--- src/rtl/systolic_pkg.sv ---
// rtl/systolic_pkg.sv - shared constants and state enum for the systolic feeder and array
package systolic_pkg;

  localparam int ARR_N     = 4;
  localparam int FEED_LEN  = 2 * ARR_N - 1;
  localparam int DRAIN_LEN = ARR_N - 1;
  localparam int LANE_W    = $clog2(ARR_N);
  localparam int STEP_W    = $clog2(FEED_LEN + 1);

  typedef enum logic [2:0] {
    IDLE,
    CLEAR,
    FEED,
    DRAIN,
    DONE
  } state_t;

endpackage

--- src/rtl/systolic_feeder_if.sv ---
// rtl/systolic_feeder_if.sv - operand load, control and skewed stream bundle of the feeder
interface systolic_feeder_if #(
  parameter int DATA_W = 32
);

  logic              wr_en;
  logic              wr_sel;
  logic [3:0]        wr_addr;
  logic [DATA_W-1:0] wr_data;
  logic              start;
  logic              busy;
  logic              arr_clr;
  logic              feed_done;
  logic [DATA_W-1:0] out_west0;
  logic [DATA_W-1:0] out_west1;
  logic [DATA_W-1:0] out_west2;
  logic [DATA_W-1:0] out_west3;
  logic [DATA_W-1:0] out_north0;
  logic [DATA_W-1:0] out_north1;
  logic [DATA_W-1:0] out_north2;
  logic [DATA_W-1:0] out_north3;

  modport master (
    output wr_en, wr_sel, wr_addr, wr_data, start,
    input  busy, arr_clr, feed_done,
    input  out_west0, out_west1, out_west2, out_west3,
    input  out_north0, out_north1, out_north2, out_north3
  );

  modport slave (
    input  wr_en, wr_sel, wr_addr, wr_data, start,
    output busy, arr_clr, feed_done,
    output out_west0, out_west1, out_west2, out_west3,
    output out_north0, out_north1, out_north2, out_north3
  );

endinterface

--- src/rtl/systolic_feeder_lane.sv ---
// rtl/systolic_feeder_lane.sv - picks the diagonally skewed word of one lane for a feed step
module feed_lane
  import systolic_pkg::*;
#(
  parameter int DATA_W = 32
) (
  input  logic [LANE_W-1:0] lane,
  input  logic [STEP_W-1:0] step,
  input  logic [DATA_W-1:0] words [ARR_N],
  output logic [DATA_W-1:0] word
);

  localparam int DIFF_W = STEP_W + 1;

  logic [DIFF_W-1:0] diff;

  // Lane i sees element t-i; a negative or past-the-end offset yields a zero bubble
  always_comb begin
    diff = {1'b0, step} - DIFF_W'(lane);
    word = '0;
    if (!diff[DIFF_W-1] && diff < DIFF_W'(ARR_N)) begin
      word = words[diff[LANE_W-1:0]];
    end
  end

endmodule

--- src/rtl/systolic_feeder.sv ---
// rtl/systolic_feeder.sv - operand storage, feed sequencer and registered skewed streams
module systolic_feeder
  import systolic_pkg::*;
#(
  parameter int DATA_W = 32
) (
  input logic              clk,
  input logic              rst,
  systolic_feeder_if.slave bus
);

  state_t            state_q;
  logic [STEP_W-1:0] step_q;
  logic              busy_q;
  logic              clr_q;
  logic              done_q;

  logic [DATA_W-1:0] mem_a [ARR_N*ARR_N];
  logic [DATA_W-1:0] mem_b [ARR_N*ARR_N];

  logic [DATA_W-1:0] west_words  [ARR_N][ARR_N];
  logic [DATA_W-1:0] north_words [ARR_N][ARR_N];
  logic [DATA_W-1:0] west_lane   [ARR_N];
  logic [DATA_W-1:0] north_lane  [ARR_N];
  logic [DATA_W-1:0] west_q      [ARR_N];
  logic [DATA_W-1:0] north_q     [ARR_N];

  logic [STEP_W-1:0] lane_step;
  logic              lane_load;

  // Lanes look one step ahead so the registered outputs carry step t during FEED step t
  always_comb begin
    lane_step = (state_q == FEED) ? step_q + STEP_W'(1) : '0;
    lane_load = (state_q == CLEAR) ||
                ((state_q == FEED) && (step_q != STEP_W'(FEED_LEN - 1)));
  end

  // Operand storage; writes only land while idle so a running feed sees stable operands
  always_ff @(posedge clk) begin
    if (rst) begin
      for (int k = 0; k < ARR_N * ARR_N; k++) begin
        mem_a[k] <= '0;
        mem_b[k] <= '0;
      end
    end else if (state_q == IDLE && bus.wr_en) begin
      if (bus.wr_sel) mem_b[bus.wr_addr] <= bus.wr_data;
      else            mem_a[bus.wr_addr] <= bus.wr_data;
    end
  end

  // West lanes take rows of A, north lanes take columns of B
  always_comb begin
    for (int i = 0; i < ARR_N; i++) begin
      for (int k = 0; k < ARR_N; k++) begin
        west_words[i][k]  = mem_a[i*ARR_N + k];
        north_words[i][k] = mem_b[k*ARR_N + i];
      end
    end
  end

  for (genvar g = 0; g < ARR_N; g++) begin : g_lane
    feed_lane #(.DATA_W(DATA_W)) u_west (
      .lane  (LANE_W'(g)),
      .step  (lane_step),
      .words (west_words[g]),
      .word  (west_lane[g])
    );
    feed_lane #(.DATA_W(DATA_W)) u_north (
      .lane  (LANE_W'(g)),
      .step  (lane_step),
      .words (north_words[g]),
      .word  (north_lane[g])
    );
  end

  // Register the stream words; anything outside the feed window is forced to zero
  always_ff @(posedge clk) begin
    for (int i = 0; i < ARR_N; i++) begin
      if (rst || !lane_load) begin
        west_q[i]  <= '0;
        north_q[i] <= '0;
      end else begin
        west_q[i]  <= west_lane[i];
        north_q[i] <= north_lane[i];
      end
    end
  end

  // Sequencer: IDLE -> CLEAR -> FEED x7 -> DRAIN x3 -> DONE -> IDLE with registered flags
  always_ff @(posedge clk) begin
    if (rst) begin
      state_q <= IDLE;
      step_q  <= '0;
      busy_q  <= 1'b0;
      clr_q   <= 1'b0;
      done_q  <= 1'b0;
    end else begin
      case (state_q)
        IDLE: begin
          step_q <= '0;
          if (bus.start) begin
            state_q <= CLEAR;
            busy_q  <= 1'b1;
            clr_q   <= 1'b1;
          end
        end
        CLEAR: begin
          state_q <= FEED;
          step_q  <= '0;
          clr_q   <= 1'b0;
        end
        FEED: begin
          if (step_q == STEP_W'(FEED_LEN - 1)) begin
            state_q <= DRAIN;
            step_q  <= '0;
          end else begin
            step_q <= step_q + STEP_W'(1);
          end
        end
        DRAIN: begin
          if (step_q == STEP_W'(DRAIN_LEN - 1)) begin
            state_q <= DONE;
            step_q  <= '0;
            done_q  <= 1'b1;
          end else begin
            step_q <= step_q + STEP_W'(1);
          end
        end
        DONE: begin
          state_q <= IDLE;
          busy_q  <= 1'b0;
          done_q  <= 1'b0;
        end
        default: begin
          state_q <= IDLE;
          step_q  <= '0;
          busy_q  <= 1'b0;
          clr_q   <= 1'b0;
          done_q  <= 1'b0;
        end
      endcase
    end
  end

  assign bus.busy       = busy_q;
  assign bus.arr_clr    = clr_q;
  assign bus.feed_done  = done_q;
  assign bus.out_west0  = west_q[0];
  assign bus.out_west1  = west_q[1];
  assign bus.out_west2  = west_q[2];
  assign bus.out_west3  = west_q[3];
  assign bus.out_north0 = north_q[0];
  assign bus.out_north1 = north_q[1];
  assign bus.out_north2 = north_q[2];
  assign bus.out_north3 = north_q[3];

endmodule

--- src/flat_wrapper.sv ---
// flat-port wrapper written by rule: the top's interface ports become plain ports
module systolic_feeder_flat import systolic_pkg::*;
#(
  parameter int DATA_W = 32
)
  (clk, rst, bus_wr_en, bus_wr_sel, bus_wr_addr, bus_wr_data, bus_start, bus_busy, bus_arr_clr, bus_feed_done, bus_out_west0, bus_out_west1, bus_out_west2, bus_out_west3, bus_out_north0, bus_out_north1, bus_out_north2, bus_out_north3);
  systolic_feeder_if #(.DATA_W(DATA_W)) bus_i ();
  input logic clk;
  input logic rst;
  input wire logic [$bits(bus_i.wr_en)-1:0] bus_wr_en;
  input wire logic [$bits(bus_i.wr_sel)-1:0] bus_wr_sel;
  input wire logic [$bits(bus_i.wr_addr)-1:0] bus_wr_addr;
  input wire logic [$bits(bus_i.wr_data)-1:0] bus_wr_data;
  input wire logic [$bits(bus_i.start)-1:0] bus_start;
  output wire logic [$bits(bus_i.busy)-1:0] bus_busy;
  output wire logic [$bits(bus_i.arr_clr)-1:0] bus_arr_clr;
  output wire logic [$bits(bus_i.feed_done)-1:0] bus_feed_done;
  output wire logic [$bits(bus_i.out_west0)-1:0] bus_out_west0;
  output wire logic [$bits(bus_i.out_west1)-1:0] bus_out_west1;
  output wire logic [$bits(bus_i.out_west2)-1:0] bus_out_west2;
  output wire logic [$bits(bus_i.out_west3)-1:0] bus_out_west3;
  output wire logic [$bits(bus_i.out_north0)-1:0] bus_out_north0;
  output wire logic [$bits(bus_i.out_north1)-1:0] bus_out_north1;
  output wire logic [$bits(bus_i.out_north2)-1:0] bus_out_north2;
  output wire logic [$bits(bus_i.out_north3)-1:0] bus_out_north3;
  assign bus_i.wr_en = bus_wr_en;
  assign bus_i.wr_sel = bus_wr_sel;
  assign bus_i.wr_addr = bus_wr_addr;
  assign bus_i.wr_data = bus_wr_data;
  assign bus_i.start = bus_start;
  assign bus_busy = bus_i.busy;
  assign bus_arr_clr = bus_i.arr_clr;
  assign bus_feed_done = bus_i.feed_done;
  assign bus_out_west0 = bus_i.out_west0;
  assign bus_out_west1 = bus_i.out_west1;
  assign bus_out_west2 = bus_i.out_west2;
  assign bus_out_west3 = bus_i.out_west3;
  assign bus_out_north0 = bus_i.out_north0;
  assign bus_out_north1 = bus_i.out_north1;
  assign bus_out_north2 = bus_i.out_north2;
  assign bus_out_north3 = bus_i.out_north3;
  systolic_feeder #(.DATA_W(DATA_W)) u_core (.clk(clk), .rst(rst), .bus(bus_i));
endmodule
--- config.mk ---
export PLATFORM = sky130hd
export DESIGN_NAME = systolic_feeder_flat
export DESIGN_NICKNAME = d
export VERILOG_FILES = /design/src/rtl/systolic_pkg.sv /design/src/rtl/systolic_feeder_if.sv /design/src/rtl/systolic_feeder_lane.sv /design/src/rtl/systolic_feeder.sv /design/src/flat_wrapper.sv
export SDC_FILE = /design/constraint.sdc
export NUM_CORES = 2
export LEC_CHECK = 0
export CELL_PAD_IN_SITES_DETAIL_PLACEMENT = 2
export CELL_PAD_IN_SITES_GLOBAL_PLACEMENT = 2
export CORE_ASPECT_RATIO = 1.25
export CORE_UTILIZATION = 48
export CTS_BUF_LIST = sky130_fd_sc_hd__clkbuf_8
export DETAILED_ROUTE_END_ITERATION = 8
export PLACE_DENSITY = 0.9
export SYNTH_ARGS = -nofsm -noshare
export SYNTH_HDL_FRONTEND = slang
export SYNTH_SLANG_ARGS = --single-unit
--- constraint.sdc ---
create_clock -name clk -period 5 [get_ports clk]
set_input_delay 1.25 -clock clk [delete_from_list [all_inputs] [get_ports clk]]
set_output_delay 1.25 -clock clk [all_outputs]
set_load 0.1 [all_outputs]
# [Word-level counts from Yosys, hierarchy flattened]
# Memories as Yosys holds them, arrays and structs flattened.
# Cells that the tools add are included.
[classes] bitwise=15 order_cmp=8 n_reduce_logical=21 n_eq_ne=10 addsub=4 mux=72
[op_table] op="two-way mux 32 bit" n=34
[op_table] op="binary-select mux 32 bit (select 2 bit)" n=8
[op_table] op="OR reduction 32 bit" n=2
[op_table] op="two-way mux 3 bit" n=6
[op_table] op="two-way mux 1 bit" n=17
[op_table] op=">= comparator 3 bit (second input constant)" n=4
[op_table] op="less-than comparator 4 x 3 -> 1 bit (second input constant)" n=3
[op_table] op="NOT 2 -> 3 bit" n=4
[op_table] op="case mux 3 bit (4 select lines)" n=1
[op_table] op="equality test 3 x 2 -> 1 bit (second input constant)" n=3
[op_table] op="case mux 3 bit (3 select lines)" n=1
[op_table] op="OR reduction 3 bit" n=3
[op_table] op="two-way mux 4 bit" n=2
[op_table] op="OR 1 bit" n=8
[op_table] op="subtractor 3 x 2 -> 4 bit (second input constant)" n=2
[op_table] op="equality test 3 bit (second input constant)" n=2
[op_table] op="case mux 1 bit (2 select lines)" n=3
[op_table] op="AND reduction 2 bit" n=3
[op_table] op="logical AND 1 bit" n=5
[op_table] op="logical NOT 1 bit" n=4
[op_table] op="!= test 2 bit (second input constant)" n=2
[op_table] op="subtractor 3 x 1 -> 4 bit (second input constant)" n=1
[op_table] op="adder 3 x 1 -> 3 bit (second input constant)" n=1
[op_table] op="equality test 3 x 1 -> 1 bit (second input constant)" n=1
[op_table] op="7 further kinds" n=10
[totals] mem_count=4 ff_bits=9 wordCells=139 ramBits=1280
[memory_table] name="u_core.mem_a" words=16 word_bits=32 rd=16 rd_clocked_by_memory_dff=0 write_ports=16 line="systolic_feeder.sv:18" rtl="logic [DATA_W-1:0] mem_a [ARR_N*ARR_N];"
[memory_table] name="u_core.mem_b" words=16 word_bits=32 rd=16 rd_clocked_by_memory_dff=0 write_ports=16 line="systolic_feeder.sv:19" rtl="logic [DATA_W-1:0] mem_b [ARR_N*ARR_N];"
[memory_table] name="u_core.north_q" words=4 word_bits=32 rd=4 rd_clocked_by_memory_dff=0 write_ports=4 line="systolic_feeder.sv:26" rtl="logic [DATA_W-1:0] north_q [ARR_N];"
[memory_table] name="u_core.west_q" words=4 word_bits=32 rd=4 rd_clocked_by_memory_dff=0 write_ports=4 line="systolic_feeder.sv:25" rtl="logic [DATA_W-1:0] west_q [ARR_N];"

# [Longest topological paths before layout]
[depth] word_depth=9 ltp_mapped=11

# [Hierarchy]
# From an unflattened synthesis, not the netlist that was laid out.
[hier_totals] cells_unflattened=3702 hier_area_um2=53100.9
[modules_own_cells] mod="systolic_feeder" cells_each=3006 instances=1 seq_area_each_um2=36054.6 area_each_um2=43842.0
[modules_own_cells] mod="feed_lane" cells_each=87 instances=8 seq_area_each_um2=0.0 area_each_um2=1157.4

# [Worst setup path before layout]
# No wires, ideal clock.
[synth_path] path_type="input to register" start="input port bus_wr_en" end="memory u_core.mem_a[0][0], enable pin" n_path_buf=0 arrival_time_ps=2723 slack_ps=1903 stages=4 setup_ps=375 path_cell_list="nor2b_1 -> nand3b_2 -> nor4_1 -> or2_2"
[synth_rtl] item="from (decl)" line="flat_wrapper.sv:10" rtl="input wire logic [$bits(bus_i.wr_en)-1:0] bus_wr_en;"
[synth_rtl] item="to (decl)" line="systolic_feeder.sv:18"

==> metrics.yaml <==
run_status:
  outcome: "finished clean"
layout:
  final_common_cell: "and2_1"
  final_nets: 4079
  syn_to_final_growth_pct: 15.5
  n_fill_cell: 9588
  drive_above_1_share_pct: 16.7
  final_cell_mix: "and2_1 (1,027), edfxtp_1 (1,024), clkdlybuf4s50_1 (284)"
  final_area_um2: 60300
  fin_cells: 5628
floorplanning:
  dieWidth_um: 297
  num_rows: 134
  start_util_pct: 48.7
  die_h_um: 371
  io_pins: 300
  core_um2: 107000
  die_area_um2: 110000
global_route:
  grt-ovfl-total: 0
  grt_pass1_wl_mm: 301
  grt_use_total_pct: 38.4
  grt_antenna_before_repair: 28
  grt_pass1_vias: 38600
  grt_start_max_net_pins: 149
yosys:
  synth_edf_count: 1024
  yosysWarningCount: 0
  synth_ff_type: "edfxtp_1"
  synth.avg_cell_area_um2: 13.9
  synthMuxAreaShare_pct: 5.56
  synth_seq_cells: 1289
  synth_top_family_by_area: "simple AND/OR/NAND/NOR gates"
  synthAdderAreaFrac_pct: 0.120
  syn-instance-count: 3755
  ys_seq_area_share_pct: 69.0
  yosys.area_share.simple_pct: 16.2
  synth_cell_types: 47
  synthXorXnorAreaFrac_pct: 0.0671
  syn_area_um2: 52200
  syn_nets: 3801
  synth_compound_area_share_pct: 6.25
  async_flop_share_pct: 0
setup_path:
  cpPeakStageDelay_ns: 1.05
  reg2reg_to: "u_core.west_q[1][20]$_SDFF_PP0_"
  crit_chain: "or3b_1, nor2_1, inv_4, ha_2, nor4b_2, o311ai_4, buf_4, a21oi_2"
  critPathMaxFanout: 46
  path_class: "reg -> reg"
  slowest_stage: "o311ai_4"
  critical_path_buf_inv_count: 2
  r2r_slack_ns: 0.82
  endpoint_kind: "flop"
  r2r-start: "u_core.state_q[1]$_SDFFE_PP0P_"
  required_ns: 5.80
  cp.depth: 8
  worstPathArrival_ns: 4.98
  cp_top_family: "compound AO/OA/AOI/OAI gates"
  r2r_cells: 8
  critPathLaunchType: "flop"
timing:
  hold_viol: 0
  holdWs_ns: 0.554
  clock_skew_ns: 0.0365
  min_period_ns: 4.18
  max_freq_ghz: 0.239
  tightest_slew_ns: 1.31
  finalSetupTns_ns: 0
  fin_crit_sh_pct: 83.6
  relSlewSlack_pct: 12.5
  finalSetupViolCount: 0
  rsz0062_at_grt: "no"
  final_max_slew_viol_count: 0
power_and_ir_drop:
  finalPower_w: 0.0224
  max-vdd-ir-drop_mv: 0.274
  leakagePower_nw: 22.3
  p_per_area_nw_per_um2: 372
place:
  place_area_um2: 56700
  portBuffers: 299
  place_congestion: 0.793
  post-dp-hpwl_mm: 112
  placed_cells: 5261
clock_tree:
  htreeDepth: 4
  path_clk_slew_ns: 0.07
  hold_buffers: 0
  cts-resized-gates: 0
  clockBufferDepth: 3
  cts_buffers: 198
  cts_tree: "built"
  cts-root-buf: "clkbuf_8"
  cts_setup_buffers: 0
  worstSkewPairLatency_ns: 0.96
  cts_sinks: 1289
routing:
  drt_iter0_drc: 4024
  dr.pass1.iters: 6
  wl_per_cell_um: 37.7
  drc: 0
  num_vias: 35100
  wl_mm: 212
  postRouteAntennaNets: 0
  routed_via_density: 6.25
worst_hold_path:
  min_path_cells: 2
  hp-start: "u_core.mem_b[5][21]$_SDFFCE_PN0P_"
  hold_path.class: "reg -> reg"
  min_to: "u_core.north_q[1][21]$_SDFF_PP0_"
run:
  max_cap_violations: 0
[synth_stat cells, types with 3 or more instances]
| master | n | area share, % |
|---|---|---|
| a211oi_1 | 3 | 0.043 |
| a21o_1 | 64 | 0.92 |
| a21oi_1 | 137 | 1.3 |
| a21oi_2 | 60 | 1.0 |
| a22oi_1 | 194 | 2.8 |
| and2_1 | 1027 | 12 |
| buf_1 | 19 | 0.14 |
| buf_2 | 55 | 0.53 |
| buf_6 | 12 | 0.26 |
| clkbuf_1 | 249 | 1.8 |
| dfxtp_1 | 265 | 10 |
| edfxtp_1 | 1024 | 59 |
| ha_1 | 5 | 0.12 |
| inv_1 | 6 | 0.043 |
| mux2_2 | 129 | 2.8 |
| mux4_2 | 64 | 2.8 |
| nand2_1 | 260 | 1.9 |
| nand2b_1 | 8 | 0.096 |
| nand4_1 | 4 | 0.048 |
| nor2_1 | 25 | 0.18 |
| nor2b_1 | 67 | 0.80 |
| nor3_1 | 6 | 0.057 |
| nor3_2 | 11 | 0.21 |
| nor4_1 | 4 | 0.048 |
| or2_2 | 33 | 0.40 |
[how the worst max path moves through the flow]
stage,start,endpoint,slack [ns]
after CTS,u_core.step_q[0]$_SDFFE_PP0P_,u_core.west_q[1][20]$_SDFF_PP0_,0.95
after floorplan,bus_wr_en,u_core.mem_a[0][0]$_SDFFCE_PN0P_,1.90
after global placement,bus_wr_en,u_core.mem_a[3][23]$_SDFFCE_PN0P_,1.05
after global routing,u_core.state_q[1]$_SDFFE_PP0P_,u_core.west_q[1][20]$_SDFF_PP0_,0.83
after detailed placement,bus_wr_en,u_core.mem_a[2][13]$_SDFFCE_PN0P_,0.94
final,u_core.state_q[1]$_SDFFE_PP0P_,u_core.west_q[1][20]$_SDFF_PP0_,0.82
[report_power, final]
part | total (W) | switching (W) | internal (W)
registers | 0.0121 | 0.000183 | 0.0119
logic | 0.00160 | 0.00116 | 0.000440
clock network | 0.00876 | 0.00469 | 0.00407
total | 0.0224 | 0.00604 | 0.0164
[final cells by class]
cell class / count / area [um^2] / share of cell area (%)
flip-flops and latches: 1289 / 36100 / 59.8
multi-input cells: 2124 / 14900 / 24.6
repair buffers: 413 / 3960 / 6.57
clock buffers: 224 / 3080 / 5.11
well taps: 1428 / 1790 / 2.96
clock inverters: 134 / 537 / 0.890
inverters: 7 / 36.3 / 0.0601
diodes: 9 / 22.5 / 0.0373
[registers in the layout (all words and copies together) (netlist names)]
signal,cells
u_core.bus.busy,1
u_core.mem_a,512
u_core.west_q,128
u_core.state_q,3
u_core.bus.feed_done,1
u_core.step_q,3
u_core.north_q,128
u_core.bus.arr_clr,1
u_core.mem_b,512
[routing by layer]
metal / up-vias / wire length, um / global-route usage (%)
li1: 13800 / - / -
met1: 18700 / 75400 / 43.9
met2: 2077 / 108000 / 66.1
met3: 637 / 13900 / 6.58
met4: 8 / 14400 / 26.4
met5: - / 53 / 0
[per-stage QoR]
stage               utilization, %  worst slack [ns]
floorplan                        -              1.90
global placement              52.8              1.05
detailed placement            52.8             0.943
CTS                           56.2             0.948
global route                  56.2             0.829
finish                        56.2             0.819
[cells by family after synthesis]
group / Yosys count
buffers and inverters: 342
AND/OR/NAND/NOR: 1456
multiplexers: 194
adder cells (fa/ha/maj): 5
XOR/XNOR: 4
AO/OA/AOI/OAI: 465
flip-flops: 1289
[worst min-delay path, delay by kind of cell, from the launching register on]
kind            cells  cell delay (ns)
flops               1             0.32
compound gates      2             0.22
Power figures use the tool's default switching activity.
